### config.mk
export PLATFORM = sky130hd
export DESIGN_NAME = fir_sequencer
export DESIGN_NICKNAME = d
export VERILOG_FILES = /design/src/rtl/fir_pkg.sv /design/src/rtl/fir_sequencer_tap_counter.sv /design/src/rtl/fir_sequencer.sv
export SDC_FILE = /design/constraint.sdc
export NUM_CORES = 1
export LEC_CHECK = 0
export CORE_MARGIN = 4
export CORE_UTILIZATION = 51
export DETAILED_ROUTE_END_ITERATION = 10
export PLACE_DENSITY_LB_ADDON = 0.2
export RECOVER_POWER = 100
export SYNTH_ARGS = -nofsm -noshare
export SYNTH_HDL_FRONTEND = slang
export SYNTH_SLANG_ARGS = --single-unit
export TNS_END_PERCENT = 5
### constraint.sdc
create_clock -name clk_i -period 2.23 [get_ports clk_i]
set_input_delay 0.3345 -clock clk_i [delete_from_list [all_inputs] [get_ports clk_i]]
set_output_delay 0.3345 -clock clk_i [all_outputs]
set_load 0.01 [all_outputs]
### src/rtl/fir_pkg.sv
// Shared definitions for the FIR sequencer.
// - op_e    : ALU op-codes driven onto the datapath.
// - state_e : sequencer FSM states.
// - is_busy : marks the states in which the sequencer reports busy (modwait).
package fir_pkg;

    typedef enum logic [2:0] {
        OpNop       = 3'b000,
        OpCopy      = 3'b001,
        OpLoad      = 3'b010,
        OpLoadCoeff = 3'b011,
        OpAdd       = 3'b100,
        OpSub       = 3'b101,
        OpMul       = 3'b110
    } op_e;

    typedef enum logic [3:0] {
        StIdle,
        StLoadC,
        StWaitC,
        StStore,
        StZero,
        StShift,
        StMul,
        StAcc,
        StCnt,
        StEidle
    } state_e;

    // Idle-like states (waiting on the host) are not busy; everything else is.
    function automatic logic is_busy(input state_e s);
        return !(s == StIdle || s == StWaitC || s == StEidle);
    endfunction

endpackage

### src/rtl/fir_sequencer_tap_counter.sv
// Tap index counter for the FIR sequencer.
// Ports:
//   clk_i, reset_i  : clock, asynchronous active-high reset
//   clr_i           : load zero (highest priority)
//   load_max_i      : load MaxVal
//   en_i, up_i      : count enable and direction (1 = up, 0 = down)
//   cnt_o           : current count
//   cnt_next_o      : value the count takes at the next edge
//   tc_o            : terminal count for the current direction
//                     (cnt == MaxVal when counting up, cnt == 0 when down)
module tap_counter #(
    parameter int unsigned Width  = 2,
    parameter int unsigned MaxVal = 3
) (
    input  logic             clk_i,
    input  logic             reset_i,
    input  logic             clr_i,
    input  logic             load_max_i,
    input  logic             en_i,
    input  logic             up_i,
    output logic [Width-1:0] cnt_o,
    output logic [Width-1:0] cnt_next_o,
    output logic             tc_o
);

    logic [Width-1:0] cnt_q, cnt_d;

    always_comb begin
        cnt_d = cnt_q;
        if (clr_i) begin
            cnt_d = '0;
        end else if (load_max_i) begin
            cnt_d = Width'(MaxVal);
        end else if (en_i) begin
            cnt_d = up_i ? cnt_q + 1'b1 : cnt_q - 1'b1;
        end
    end

    always_ff @(posedge clk_i or posedge reset_i) begin
        if (reset_i) begin
            cnt_q <= '0;
        end else begin
            cnt_q <= cnt_d;
        end
    end

    assign cnt_o      = cnt_q;
    assign cnt_next_o = cnt_d;
    assign tc_o       = up_i ? (cnt_q == Width'(MaxVal)) : (cnt_q == '0);

endmodule

### src/rtl/fir_sequencer.sv
// FIR sequencer: control unit for an NTAPS-tap FIR over a shared register
// file and ALU. Loads coefficients, shifts the sample window and runs the
// multiply/accumulate chain, adding or subtracting each product per SUB_MASK.
// Register map: r0 acc, r1..rN coeffs, rN+1 sample, rN+2..r2N+1 window,
// r2N+2 product temporary.
// Ports:
//   clk_i, reset_i      : clock, asynchronous active-high reset
//   dr_i                : sample present on the datapath input
//   lc_i                : coefficient present on the datapath input
//   overflow_i          : ALU overflow for the current op
//   cnt_up_o            : one-cycle pulse when a sample completes
//   clear_o             : clears the sample counter (first coefficient load)
//   modwait_o           : busy flag
//   op_o                : ALU op-code
//   src1_o/src2_o/dest_o: register-file addresses
//   err_o               : high while in the error state
//   coeff_ready_o       : all coefficients loaded
// All outputs are registered; the decoded outputs are computed from the next
// state so they line up with the state they describe.
module fir_sequencer
    import fir_pkg::*;
#(
    parameter int unsigned      NTAPS    = 4,
    parameter int unsigned      REG_AW   = 4,
    parameter logic [NTAPS-1:0] SUB_MASK = NTAPS'(4'b0101)
) (
    input  logic              clk_i,
    input  logic              reset_i,
    input  logic              dr_i,
    input  logic              lc_i,
    input  logic              overflow_i,
    output logic              cnt_up_o,
    output logic              clear_o,
    output logic              modwait_o,
    output logic [2:0]        op_o,
    output logic [REG_AW-1:0] src1_o,
    output logic [REG_AW-1:0] src2_o,
    output logic [REG_AW-1:0] dest_o,
    output logic              err_o,
    output logic              coeff_ready_o
);

    localparam int unsigned IdxW       = $clog2(NTAPS);
    localparam int unsigned CoeffBase  = 1;
    localparam int unsigned SampleAddr = NTAPS + 1;
    localparam int unsigned WinBase    = NTAPS + 2;
    localparam int unsigned TmpAddr    = 2 * NTAPS + 2;

    function automatic logic [REG_AW-1:0] reg_addr(input int unsigned base,
                                                   input logic [IdxW-1:0] i);
        return REG_AW'(base + 32'(i));
    endfunction

    state_e            state_q, state_d;
    logic              coeff_ready_q, coeff_ready_d;
    logic              modwait_q;
    op_e               op_q, op_d;
    logic [REG_AW-1:0] src1_q, src1_d, src2_q, src2_d, dest_q, dest_d;
    logic              clear_q, clear_d, cnt_up_q, cnt_up_d, err_q, err_d;

    logic [IdxW-1:0]   idx_q, idx_d;
    logic              idx_tc, idx_clr, idx_ld_max, idx_en, idx_up;

    tap_counter #(
        .Width  (IdxW),
        .MaxVal (NTAPS - 1)
    ) u_tap_counter (
        .clk_i      (clk_i),
        .reset_i    (reset_i),
        .clr_i      (idx_clr),
        .load_max_i (idx_ld_max),
        .en_i       (idx_en),
        .up_i       (idx_up),
        .cnt_o      (idx_q),
        .cnt_next_o (idx_d),
        .tc_o       (idx_tc)
    );

    // Next state, tap index control and coefficient status.
    always_comb begin
        state_d       = state_q;
        coeff_ready_d = coeff_ready_q;
        idx_clr       = 1'b0;
        idx_ld_max    = 1'b0;
        idx_en        = 1'b0;
        idx_up        = 1'b1;
        unique case (state_q)
            StIdle: begin
                if (lc_i) begin
                    state_d = StLoadC;
                    idx_clr = 1'b1;
                end else if (dr_i) begin
                    state_d = coeff_ready_q ? StStore : StEidle;
                end
            end
            StLoadC: begin
                // A fresh load sequence invalidates the previous coefficient set.
                if (idx_q == '0) coeff_ready_d = 1'b0;
                if (idx_tc) begin
                    coeff_ready_d = 1'b1;
                    state_d       = StIdle;
                end else begin
                    idx_en  = 1'b1;
                    state_d = StWaitC;
                end
            end
            StWaitC: begin
                if (lc_i) state_d = StLoadC;
            end
            StStore: begin
                state_d = dr_i ? StZero : StEidle;
            end
            StZero: begin
                state_d    = StShift;
                idx_ld_max = 1'b1;
            end
            StShift: begin
                // Walk from the oldest tap down so no tap is overwritten early.
                idx_up = 1'b0;
                if (idx_tc) begin
                    state_d = StMul;
                end else begin
                    idx_en = 1'b1;
                end
            end
            StMul: begin
                state_d = StAcc;
            end
            StAcc: begin
                if (overflow_i) begin
                    state_d = StEidle;
                end else if (idx_tc) begin
                    state_d = StCnt;
                end else begin
                    idx_en  = 1'b1;
                    state_d = StMul;
                end
            end
            StCnt: begin
                state_d = StIdle;
            end
            StEidle: begin
                if (lc_i) begin
                    state_d = StLoadC;
                    idx_clr = 1'b1;
                end else if (dr_i && coeff_ready_q) begin
                    state_d = StStore;
                end
            end
            default: state_d = StIdle;
        endcase
    end

    // Output decode for the state being entered.
    always_comb begin
        op_d     = OpNop;
        src1_d   = '0;
        src2_d   = '0;
        dest_d   = '0;
        clear_d  = 1'b0;
        cnt_up_d = 1'b0;
        err_d    = 1'b0;
        unique case (state_d)
            StLoadC: begin
                op_d    = OpLoadCoeff;
                dest_d  = reg_addr(CoeffBase, idx_d);
                clear_d = (idx_d == '0);
            end
            StStore: begin
                op_d   = OpLoad;
                dest_d = REG_AW'(SampleAddr);
            end
            StZero: begin
                op_d = OpSub;
            end
            StShift: begin
                op_d   = OpCopy;
                dest_d = reg_addr(WinBase, idx_d);
                src1_d = reg_addr(SampleAddr, idx_d);
            end
            StMul: begin
                op_d   = OpMul;
                src1_d = reg_addr(CoeffBase, idx_d);
                src2_d = reg_addr(WinBase, idx_d);
                dest_d = REG_AW'(TmpAddr);
            end
            StAcc: begin
                op_d   = SUB_MASK[idx_d] ? OpSub : OpAdd;
                src2_d = REG_AW'(TmpAddr);
            end
            StCnt: begin
                cnt_up_d = 1'b1;
            end
            StEidle: begin
                err_d = 1'b1;
            end
            default: ;
        endcase
    end

    always_ff @(posedge clk_i or posedge reset_i) begin
        if (reset_i) begin
            state_q       <= StIdle;
            coeff_ready_q <= 1'b0;
            modwait_q     <= 1'b0;
            op_q          <= OpNop;
            src1_q        <= '0;
            src2_q        <= '0;
            dest_q        <= '0;
            clear_q       <= 1'b0;
            cnt_up_q      <= 1'b0;
            err_q         <= 1'b0;
        end else begin
            state_q       <= state_d;
            coeff_ready_q <= coeff_ready_d;
            modwait_q     <= is_busy(state_d);
            op_q          <= op_d;
            src1_q        <= src1_d;
            src2_q        <= src2_d;
            dest_q        <= dest_d;
            clear_q       <= clear_d;
            cnt_up_q      <= cnt_up_d;
            err_q         <= err_d;
        end
    end

    assign op_o          = op_q;
    assign src1_o        = src1_q;
    assign src2_o        = src2_q;
    assign dest_o        = dest_q;
    assign clear_o       = clear_q;
    assign cnt_up_o      = cnt_up_q;
    assign err_o         = err_q;
    assign modwait_o     = modwait_q;
    assign coeff_ready_o = coeff_ready_q;

endmodule
==> qor.yml <==
outcome: "finished, final reports clean"
drt-initial-drc-count: 66
ios: 25
finalPower_mw: 2.876
yosys_most_used_dff: "dfrtp_1"
path_max_fanout: 12
hold_path.class: "flip-flop to flip-flop"
final-seq-area_sq_um: 651.9
seq_area_frac_synth_pct: 47.19
cts_buffers: 3
ff2ff_path_depth: 7
synth_cells: 138
rsz0062_at_grt: "false"
synth.avg_cell_area_sq_um: 9.991
multi_input_area_sq_um: 639.4
htreeDepth: 1
rows: 18
wl_per_cell_um: 16.42
fin_ws_ns: 0.1564
p_leak_nw: 0.8047
worstPathRequired_ns: 2.46
place.gp.congestion: 0.9250
grt_max_degree: 27
worstPathArrival_ns: 2.30
internal_power_mw: 1.583
cts.repair.resized: 0
routed_wl_um: 3267
antenna_found_initial: 0
firstDrtPassIters: 4
p_per_area_nw_per_um2: 1688
worstSetupPathType: "flip-flop to flip-flop"
end_kind: "flip-flop"
post_drt_via_cell_ratio: 5.884
cts_tree: "built"
clkPwrFrac_pct: 11.5
sw_frac_of_total_pct: 44.94
cts.path.max_buffers: 2
synthTopCellsByCount: "26 x dfrtp_1, 12 x nor2_1, 11 x a21oi_1, 11 x nand2_1"
r2r-end: "dest_o[1]$_DFF_PP0_"
fillerInstances: 208
grt_pass1_vias: 1145
die_h_um: 60.00
drive_gt1_share_pct: 15.38
diodes: 0
start_kind: "flip-flop"
hold_violations: 0
cap_violations: 0
dieArea_sq_um: 3599
hold-path-cell-count: 2
vdd_drop_max_mv: 1.073
cts.clk_slew.worst_paths_ns: 0.15
min_from: "coeff_ready_o$_DFFE_PP0P_"
power_frac_comb_pct: 59.2
synth_edf_count: 0
cts_setup_buffers: 0
slew_violations: 0
drc: 0
start_util_pct: 54.66
grt_pass1_wl_um: 5388
synth_top_area_share_pct: 47.19
yosysMostFrequentCell: "dfrtp_1"
fmax_mhz: 482.3
worst_pin_slew_ns: 1.303
async_reset_ff_share_pct: 100.0
ys_top_cells_by_area: "dfrtp_1 47%, a21oi_1 4.0%, nor2_1 3.3%, nand2_1 3.0%, buf_4 2.2%"
clock_skew_ns: 0.003990
syn-cell-area_sq_um: 1379
pre_cts_slack_ns: 0.05106
io_buffers: 24
num_vias: 1171
setup_tns_ns: 0
final_cells: 199
die_w_um: 60.00
cts_root_buf: "clkbuf_4"
fin_crit_sh_pct: 92.99
r2r_start: "state_q[0]$_DFF_PP0_"
numPlacedInstances: 195
hpwlAfterDp_um: 2375
cts.sinks: 26
coreArea_sq_um: 2522
setup_viol: 0
synth_seq_cells: 26
placed_area_sq_um: 1678
grt_overflow_total: 0
min_to: "coeff_ready_o$_DFFE_PP0P_"
synth_cell_types: 51
clock_latency_ns: 0.33
p_switching_mw: 1.292
synth.largest_area_cell: "dfrtp_1"
grt_usage_pct: 20.68
ant_nets: 0
synthesis.nets: 144
r2r_slack_ns: 0.16
fin_crit_ns: 2.074
ys_warn_count: 0
cts-hold-fix-buffers: 0
area_growth_pct: 23.59
relSlewSlack_pct: 13.17
layout.nets: 176
sequentialPowerShare_pct: 29.3
final_area_sq_um: 1704
## stage by stage
step / hold WS (ns) / utilization, %
2_1_floorplan: 0.3745 / -
3_3_place_gp: 0.5823 / 66.52
3_5_place_dp: 0.5989 / 66.52
4_1_cts: 0.3331 / 68.60
5_1_grt: 0.7105 / 67.56
6_report: 0.6244 / 67.56
## metal layers
metal	part of all wire, %	up-vias	track usage (%)	wire [um]
met1	46	567	28.49	1488
met5	0	-	0	0
met2	46	45	31.02	1496
met4	1.5	0	9.810	50
li1	-	554	-	-
met3	7.1	5	4.104	232
## cells by family (layout without fill, tap and decap cells)
kind of cell / after synthesis / count (layout) / share of synthesized area, %
buf+inv: 12 / 43 / 4.990
flops: 26 / 26 / 47.19
mux: 3 / 3 / 2.269
simple gates: 56 / 56 / 22.14
compound gates: 38 / 38 / 21.05
xor+xnor: 1 / 1 / 0.6353
fa+ha+maj: 2 / 2 / 1.724
## state kept, by name, summed over array words and instances (netlist names)
signal / flops
modwait_o: 1
op_o: 3
dest_o: 4
u_tap_counter.cnt_o: 2
cnt_up_o: 1
state_q: 4
err_o: 1
src2_o: 4
src1_o: 4
coeff_ready_o: 1
clear_o: 1
## worst max-delay path: stages, from the launching register on
cell      delay (ns)
dfrtp_1         0.55
or2_2           0.38
a21boi_1        0.20
and2_1          0.25
o22ai_1         0.11
ha_1            0.31
nand3_1         0.09
nand3_1         0.08
## worst max-delay path by stage
stage | start | endpoint | slack (ns)
after global routing | state_q[1]$_DFF_PP0_ | src2_o[1]$_DFF_PP0_ | 0.008
after floorplan | state_q[0]$_DFF_PP0_ | src1_o[2]$_DFF_PP0_ | 0.38
after global placement | overflow_i | dest_o[0]$_DFF_PP0_ | 0.01
after CTS | state_q[2]$_DFF_PP0_ | dest_o[0]$_DFF_PP0_ | 0.18
after detailed placement | overflow_i | src1_o[2]$_DFF_PP0_ | 0.05
final | state_q[0]$_DFF_PP0_ | dest_o[1]$_DFF_PP0_ | 0.16
## power by group through the flow
| stage | combinational [mW] | sequential (mW) | clock [mW] |
|---|---|---|---|
| 2_1_floorplan | 1.23 | 0.806 | 0 |
| 3_3_place_gp | 1.80 | 0.848 | 0 |
| 3_5_place_dp | 1.80 | 0.849 | 0 |
| 4_1_cts | 1.82 | 0.840 | 0.337 |
| 5_1_grt | 1.87 | 0.875 | 0.353 |
| 6_report | 1.70 | 0.842 | 0.330 |
## area by class of cell
cell class                 count  share of cell area [%]
inverter                       6                   1.322
clock buffer                   3                   1.322
sequential                    26                   38.25
tap                           30                   2.203
timing repair buffer          33                   17.62
multi-input combinational    100                   37.52
clock inverter                 1                   1.762
## layout by cell type (no fill, tap or decap), types with 2 or more instances in the layout
cell type / count
nand3b_1: 2
nor2b_1: 4
o21ai_2: 2
buf_4: 6
or3_1: 2
a31oi_1: 3
dlygate4sd3_1: 21
clkdlybuf4s50_1: 3
and3_1: 3
nor3_1: 3
nor2_1: 12
inv_1: 5
o21ai_0: 4
dfrtp_1: 25
o22ai_1: 2
clkbuf_1: 2
mux2i_1: 2
clkbuf_4: 4
nand3_1: 5
nand2_1: 12
a21oi_1: 13
nand2b_1: 4
No activity file was read; power rests on OpenSTA's default activity.
